===== src/rtl/node_info_ctrl.sv =====
// EER-RL per-node info/phase controller: HB-locked clustering FSM, Q/energy latches, debounced low_E, TDMA tx window.
// All packet effects land one cycle after en_MNI; tx_window is combinational from registers; no backpressure (en_MNI always accepted).
module node_info_ctrl #(
  parameter int                WORD_W       = 16,
  parameter logic [WORD_W-1:0] NODE_ID      = 16'h000C,
  parameter int                HB_TIMEOUT   = 1024,
  parameter int                SLOT_LEN     = 64,
  parameter int                E_HYST       = 16,
  parameter int                LOWE_CONFIRM = 4
) (
  input  logic              clk,
  input  logic              rst,
  input  logic              en_MNI,
  input  logic [2:0]        fPktType,
  input  logic [WORD_W-1:0] destinationID,
  input  logic [WORD_W-1:0] hops,
  input  logic [WORD_W-1:0] e_threshold,
  input  logic [WORD_W-1:0] timeslot,
  input  logic [WORD_W-1:0] energy,
  input  logic              e_sample,
  input  logic              q_valid,
  input  logic [WORD_W-1:0] q_value,
  input  logic              frame_start,
  output logic [WORD_W-1:0] myNodeID,
  output logic [WORD_W-1:0] hopsFromSink,
  output logic [WORD_W-1:0] eThreshold,
  output logic [WORD_W-1:0] myQValue,
  output logic              role,
  output logic              low_E,
  output logic              hb_lock,
  output logic [1:0]        phase,
  output logic [WORD_W-1:0] my_slot,
  output logic              tx_window,
  output logic              recluster_req
);

  localparam logic [1:0] S_UNCLUST = 2'b00;
  localparam logic [1:0] S_CLUSTER = 2'b01;
  localparam logic [1:0] S_COMM    = 2'b10;
  localparam logic [1:0] S_RECLUST = 2'b11;

  localparam logic [2:0] PKT_HB   = 3'b000;
  localparam logic [2:0] PKT_CHE  = 3'b001;
  localparam logic [2:0] PKT_TS   = 3'b100;
  localparam logic [2:0] PKT_DATA = 3'b101;
  localparam logic [2:0] PKT_SOS  = 3'b110;

  localparam int TO_W  = $clog2(HB_TIMEOUT);
  localparam int CYC_W = (SLOT_LEN > 1) ? $clog2(SLOT_LEN) : 1;
  localparam int CNF_W = $clog2(LOWE_CONFIRM + 1);

  localparam logic [TO_W-1:0]  TO_LAST  = TO_W'(HB_TIMEOUT - 1);
  localparam logic [CYC_W-1:0] CYC_LAST = CYC_W'(SLOT_LEN - 1);
  localparam logic [CNF_W-1:0] CNF_MAX  = CNF_W'(LOWE_CONFIRM);

  logic [1:0]        phase_nxt;
  logic [TO_W-1:0]   to_cnt;
  logic [CYC_W-1:0]  cyc_cnt;
  logic [WORD_W-1:0] slot_idx;
  logic [CNF_W-1:0]  cnf_cnt;
  logic [CNF_W-1:0]  cnf_inc;
  logic [WORD_W:0]   hi_sum;
  logic [WORD_W-1:0] hi_thr;
  logic              slot_valid;
  logic              frame_active;
  logic              to_me;
  logic              hb_pkt, che_pkt, ts_pkt, data_pkt, sos_pkt;
  logic              hb_accept, below_thr, low_set;

  always_comb begin
    to_me     = (destinationID == NODE_ID);
    hb_pkt    = en_MNI && (fPktType == PKT_HB);
    che_pkt   = en_MNI && (fPktType == PKT_CHE);
    ts_pkt    = en_MNI && (fPktType == PKT_TS);
    data_pkt  = en_MNI && (fPktType == PKT_DATA);
    sos_pkt   = en_MNI && (fPktType == PKT_SOS);
    hb_accept = hb_pkt && ((phase == S_UNCLUST) || (phase == S_RECLUST));

    phase_nxt = phase;
    case (phase)
      S_UNCLUST: if (hb_pkt) phase_nxt = S_CLUSTER;
      // data on the expiry cycle still takes the node into S_COMM
      S_CLUSTER: begin
        if (data_pkt)               phase_nxt = S_COMM;
        else if (to_cnt == TO_LAST) phase_nxt = S_UNCLUST;
      end
      S_COMM:    if (sos_pkt) phase_nxt = S_RECLUST;
      default:   if (hb_pkt) phase_nxt = S_CLUSTER;
    endcase

    // release bound saturates rather than wrapping past all-ones
    hi_sum    = {1'b0, eThreshold} + (WORD_W + 1)'(E_HYST);
    hi_thr    = hi_sum[WORD_W] ? '1 : hi_sum[WORD_W-1:0];
    below_thr = (energy < eThreshold);
    cnf_inc   = (cnf_cnt == CNF_MAX) ? cnf_cnt : cnf_cnt + CNF_W'(1);
    low_set   = e_sample && below_thr && (cnf_inc == CNF_MAX) && !low_E;
  end

  always_ff @(posedge clk) begin
    if (rst) begin
      phase         <= S_UNCLUST;
      to_cnt        <= '0;
      hopsFromSink  <= '0;
      eThreshold    <= '0;
      myQValue      <= '0;
      role          <= 1'b0;
      low_E         <= 1'b0;
      hb_lock       <= 1'b0;
      my_slot       <= '0;
      slot_valid    <= 1'b0;
      recluster_req <= 1'b0;
      cnf_cnt       <= '0;
      frame_active  <= 1'b0;
      cyc_cnt       <= '0;
      slot_idx      <= '0;
    end else begin
      phase <= phase_nxt;
      if (phase_nxt != phase)     to_cnt <= '0;
      else if (phase == S_CLUSTER) to_cnt <= to_cnt + TO_W'(1);

      if (hb_accept) begin
        hopsFromSink <= hops;
        eThreshold   <= e_threshold;
        role         <= 1'b0;
        slot_valid   <= 1'b0;
        hb_lock      <= 1'b1;
      end

      if (phase == S_CLUSTER) begin
        if (che_pkt && to_me) role <= 1'b1;
        if (ts_pkt && to_me && !role) begin
          my_slot    <= timeslot;
          slot_valid <= 1'b1;
        end
        if (phase_nxt != S_CLUSTER) hb_lock <= 1'b0;
      end

      if (q_valid) myQValue <= q_value;

      recluster_req <= low_set && role;
      if (e_sample) begin
        if (below_thr) begin
          cnf_cnt <= cnf_inc;
          if (cnf_inc == CNF_MAX) low_E <= 1'b1;
        end else begin
          cnf_cnt <= '0;
          if (energy >= hi_thr) low_E <= 1'b0;
        end
      end

      if ((phase == S_COMM) && frame_start) begin
        frame_active <= 1'b1;
        cyc_cnt      <= '0;
        slot_idx     <= '0;
      end else if (frame_active) begin
        if (cyc_cnt == CYC_LAST) begin
          cyc_cnt <= '0;
          if (slot_idx != '1) slot_idx <= slot_idx + WORD_W'(1);
        end else begin
          cyc_cnt <= cyc_cnt + CYC_W'(1);
        end
      end
      if (phase_nxt != S_COMM) frame_active <= 1'b0;
    end
  end

  assign myNodeID  = NODE_ID;
  assign tx_window = frame_active && slot_valid && !role && (phase == S_COMM) && (slot_idx == my_slot);

endmodule


===== config.mk =====
export PLATFORM = sky130hd
export DESIGN_NAME = node_info_ctrl
export DESIGN_NICKNAME = d
export VERILOG_FILES = /design/src/rtl/node_info_ctrl.sv
export SDC_FILE = /design/constraint.sdc
export NUM_CORES = 1
export LEC_CHECK = 0
export BUFFER_PORTS_ARGS = -buffer_cell sky130_fd_sc_hd__buf_4
export CAP_MARGIN = 5
export CORE_MARGIN = 4
export CORE_UTILIZATION = 51
export CTS_CLUSTER_SIZE = 8
export DETAILED_ROUTE_END_ITERATION = 10
export HOLD_SLACK_MARGIN = 0.08
export PLACE_DENSITY = 0.93
export SETUP_SLACK_MARGIN = 0.02
export SYNTH_ARGS = -nofsm -noshare
export SYNTH_HDL_FRONTEND = slang
export SYNTH_SLANG_ARGS = --single-unit

===== constraint.sdc =====
create_clock -name clk -period 2.94 [get_ports clk]
set_input_delay 0.294 -clock clk [delete_from_list [all_inputs] [get_ports clk]]
set_output_delay 0.294 -clock clk [all_outputs]
set_load 0.02 [all_outputs]

Yosys cells after proc, flatten, opt, wreduce, memory -nomap -nowiden
Cells that the tools add are included.

Multiplexer cells: 21. Magnitude comparators: 2. Reductions and logical operators: 30. $add $sub $neg: 5. Equal/unequal tests: 18.

Operators by type and width (count): 1-bit logical AND (18); 16-bit by 5-bit adder with 17-bit output, second input constant (1); 16-bit by 1-bit adder with 16-bit output, second input constant (1); 16-bit == test (1); 16-bit by 4-bit == test with 1-bit output, second input constant (1); 16-bit >= comparator (1); 16-bit less-than comparator (1); 16-bit two-way mux (1); 16-bit inequality test, second input constant (1); 3-bit == test, second input constant (5); 1-bit two-way mux (12); 10-bit by 1-bit adder with 10-bit output, second input constant (1); 10-bit == test, second input constant (1); 2-bit two-way mux (4); 6-bit by 1-bit adder with 6-bit output, second input constant (1); 6-bit == test, second input constant (1); 3-bit two-way mux (2); 6-bit two-way mux (1); 3-bit AND reduction (2); 2-bit OR reduction (3); 2-bit == test, second input constant (2); 2-bit by 1-bit inequality test with 1-bit output, second input constant (2); 2-bit one-hot mux with 2 select lines (1); 3-bit by 1-bit adder with 3-bit output, second input constant (1); 10 further kinds (11).

Word-level logic and storage cells: 91. Register bits after elaboration: 107. Input bits: 105.

Longest topological paths before layout
Depth after elaboration: 7. Gate-level depth with buffers: 13.

Least setup slack after synthesis
Ideal clock, no wire load.

Path kind: register to register. Start point: register eThreshold[5]. End point: register low_E. Data required time: 2809 ps. Setup time: 131 ps. Slack: 232 ps. Data arrival time: 2577 ps. Path buffers: 1. Cell stages (with the launch flop): 14. Clock period less this slack: 2708 ps. Cell sequence: dfxtp_1 ha_1 and3_1 and3_1 nand4_1 nor2_1 buf_2 nor2_1 ha_1 a211oi_1 o21ai_0 o2111ai_1 a211oi_1 o32ai_1.

Word-level cells in the longest chain between the ends: 5. Elaborated cells on any way between the ends: 8. Classes of those cells: 1 x add/sub; 2 x order compare; 1 x eq/ne; 2 x mux; 2 x reduce/logical.

RTL lines: start: declaration (line 26) `output logic [WORD_W-1:0] eThreshold,`; start signal: assignment (line 123) `eThreshold <= e_threshold;`; 16-bit by 5-bit adder with 17-bit output (line 92) `hi_sum = {1'b0, eThreshold} + (WORD_W + 1)'(E_HYST);`; 16-bit two-way mux (line 93) `hi_thr = hi_sum[WORD_W] ? '1 : hi_sum[WORD_W-1:0];`; 16-bit >= comparator (line 147) `if (energy >= hi_thr) low_E <= 1'b0;`; 2-bit nonzero test (no line); 3-bit AND reduction (no line); end signal: assignment (line 107) `low_E <= 1'b0;`; end signal: assignment (line 144) `if (cnf_inc == CNF_MAX) low_E <= 1'b1;`; end signal: assignment (line 147); end: declaration (line 29) `output logic low_E,`.

Parallel ways exist; a longest one is shown, timed or not. A chain may end at the register's enable or synchronous reset.

Final worst setup path
Start point: register eThreshold[4]. End point: register low_E.

The elaborated chain is that of the path after synthesis.

==> impl_metrics.json <==
{
  "crit_type": "reg -> reg",
  "worstRegToRegCells": 13,
  "start_kind": "register",
  "drt-vias-per-instance": 5.27,
  "firstDrtPassIters": 4,
  "fillers": 885,
  "p_seq_share_pct": 51.5,
  "cts_sinks": 107,
  "gr-total-overflow": 0,
  "die_area_um2": 12700,
  "swShare_pct": 27.8,
  "critPathArrivalTime_ns": 2.95,
  "hold_viol": 0,
  "drtAntennaViolNets": 0,
  "syn_area_per_cell_um2": 8.46,
  "final_nets": 971,
  "outcome": "finished, final reports clean",
  "max_cap_viol_count": 0,
  "h-tree-depth": 3,
  "worst_slack_ns": 0.274,
  "p_comb_share_pct": 14.5,
  "rsz0062_at_grt": "false",
  "power.total_mw": 2.92,
  "ys_seq_area_share_pct": 38.2,
  "r2r_setup_slack_ns": 0.27,
  "setup_viol": 0,
  "grtUsageTotal_pct": 22.2,
  "layout_common_cells": "180 x buf_4, 105 x dfxtp_1, 92 x nor2_1, 91 x nand2_1, 47 x a21oi_1",
  "p_leak_nw": 3.24,
  "drc": 0,
  "gp_congestion": 0.907,
  "hpwl_um": 11300,
  "ys_warn_count": 0,
  "worstMarginPinSlew_ns": 0.754,
  "worstSkewPairLatency_ns": 0.37,
  "layout_commonest_cell": "buf_4",
  "grt_pass1_vias": 5111,
  "grt_max_degree": 43,
  "power_density_nw_per_um2": 406,
  "cts_tree": "done",
  "crit_fanout": 12,
  "core_area_um2": 10800,
  "diodes": 0,
  "drt_iter0_drc": 259,
  "hold_class": "in -> reg",
  "slew_violations": 0,
  "ctsHoldBuffers": 0,
  "ys_seq_elements": 107,
  "grt_first_pass_wirelength_um": 23500,
  "worstSetupEndpointType": "register",
  "irDropWorstVdd_mv": 0.297,
  "synth_cell_types": 58,
  "finalCritPeriodShare_pct": 90.7,
  "io_pins": 192,
  "io_buffers": 175,
  "intPower_mw": 2.11,
  "dp_worst_setup_slack_ns": 0.152,
  "num_vias": 5127,
  "syn_area_um2": 5600,
  "cts_root_buf": "clkbuf_8",
  "numCtsBuffers": 9,
  "clk_pin_slew_worst_paths_ns": 0.12,
  "initial_core_util_pct": 51.9,
  "min_delay_path_depth": 3,
  "critPathRequiredTime_ns": 3.22,
  "chipWidth_um": 113,
  "routed_wl_um": 14400,
  "power.switching_mw": 0.811,
  "clkPwrFrac_pct": 34.0,
  "ys_async_sr_fraction_pct": 0,
  "min_period_ns": 2.67,
  "die-height_um": 113,
  "antenna_found_initial": 0,
  "synth-edff-count": 0,
  "finalSetupTns_ns": 0,
  "syn_inst": 662,
  "drt-wirelength-per-cell_um": 14.8,
  "slew_headroom_pct": 49.3,
  "skew_ns": 0.0215,
  "max_freq_mhz": 375,
  "clockBufferDepth": 2,
  "area_growth_pct": 28.4,
  "layout-drive-gt1-share_pct": 26.3,
  "ys.flop_type": "dfxtp_1",
  "rows": 38
}
[critical path, cell delays in order, from the launching register on]
cell       delay (ns)
dfxtp_2          0.37
ha_1             0.18
and3_1           0.20
and3_1           0.22
nand4_1          0.16
nor2_2           0.16
buf_4            0.19
nor2_1           0.07
ha_1             0.30
a21o_1           0.19
a21o_1           0.17
a21oi_1          0.14
o2111ai_1        0.12
o32ai_1          0.12
[synthesized netlist by cell type, drive strengths merged (2+ instances only)]
library cell | instances | area, um2
buf | 25 | 168
and3 | 9 | 56.3
a21o | 4 | 30.0
nor2 | 93 | 349
clkbuf | 15 | 56.3
nand2b | 2 | 12.5
nand2 | 94 | 360
a21oi | 47 | 235
nand4 | 14 | 93.8
o22ai | 2 | 12.5
nor4 | 8 | 71.3
conb | 2 | 7.51
nor2b | 2 | 12.5
mux2i | 36 | 360
nand3 | 15 | 80.1
inv | 26 | 97.6
xor2 | 24 | 210
o2bb2ai | 2 | 17.5
nor3 | 14 | 75.1
ha | 39 | 488
o21a | 3 | 22.5
a31oi | 2 | 12.5
or2 | 4 | 25.0
o2111ai | 3 | 26.3
nand3b | 2 | 15.0
a211o | 2 | 17.5
nor3b | 2 | 15.0
a211oi | 8 | 60.1
o21ai | 12 | 60.1
xnor2 | 24 | 210
nand4b | 3 | 26.3
dfxtp | 107 | 2140
[metrics by stage]
stage               std cells  hold slack, ns  cell area, um2  utilization [%]
floorplan                 676           0.373            5660                -
finish                    972           0.142            7190             66.7
CTS                       971           0.125            7180             66.5
detailed placement        955           0.447            6950             64.4
global placement          955           0.443            6950             64.4
global route              972           0.124            7190             66.7
[power groups by stage]
| stage | combinational [mW] | sequential [mW] | clock [mW] |
|---|---|---|---|
| after floorplan | 0.208 | 1.56 | 0 |
| after global placement | 0.407 | 1.53 | 0 |
| after detailed placement | 0.420 | 1.54 | 0 |
| after CTS | 0.421 | 1.50 | 1.02 |
| after global routing | 0.465 | 1.51 | 1.09 |
| final | 0.422 | 1.50 | 0.994 |
[final cells by class]
class / instances / area [um2] / share of cell area, %
tap: 140 / 175 / 2.43
sequential: 107 / 2140 / 29.8
clock buffer: 9 / 124 / 1.72
timing repair buffer: 180 / 1350 / 18.8
multi-input combinational: 503 / 3200 / 44.5
clock inverter: 7 / 103 / 1.43
inverter: 26 / 97.6 / 1.36
[layer usage]
metal	global-route usage [%]	up-vias	wire (um)
met3	4.71	38	725
met1	26.3	2384	5810
met4	7.93	0	380
met5	0	-	0
met2	39.7	146	7520
li1	-	2559	-
[sequential cells by signal, summed over array words and instances, names as in the netlist, 3 cells and up]
name,count
to_cnt,10
cnf_cnt,3
myQValue,16
slot_idx,16
my_slot,16
cyc_cnt,6
eThreshold,16
hopsFromSink,16
[timing repair]
action                                  in CTS  in global routing
endpoints found under the setup margin       0                  1
setup buffers                                0                  1
gates resized for setup                      0                  4
[worst paths after layout]
| check | startpoint | end |
|---|---|---|
| worst max-delay path | eThreshold[4] | low_E |
| worst min-delay path | timeslot[4] | my_slot[4] |
| worst max register to register | eThreshold[4] | low_E |
| worst min register to register | hopsFromSink[13] | hopsFromSink[13] |
[cell families (layout without fill, tap and decap cells)]
logic type	after synthesis	in the layout	share of synthesized area [%]
DFF	107	107	38.2
muxes	37	37	6.63
xor gates and xnor gates	48	48	7.50
adders and majority gates	39	39	8.71
other	2	16	0.134
and+or+nand+nor	270	270	22.5
AOI/OAI and AO/OA	93	93	10.5
buffers and inverters	66	222	5.74
(Power assumes the default switching activity.)
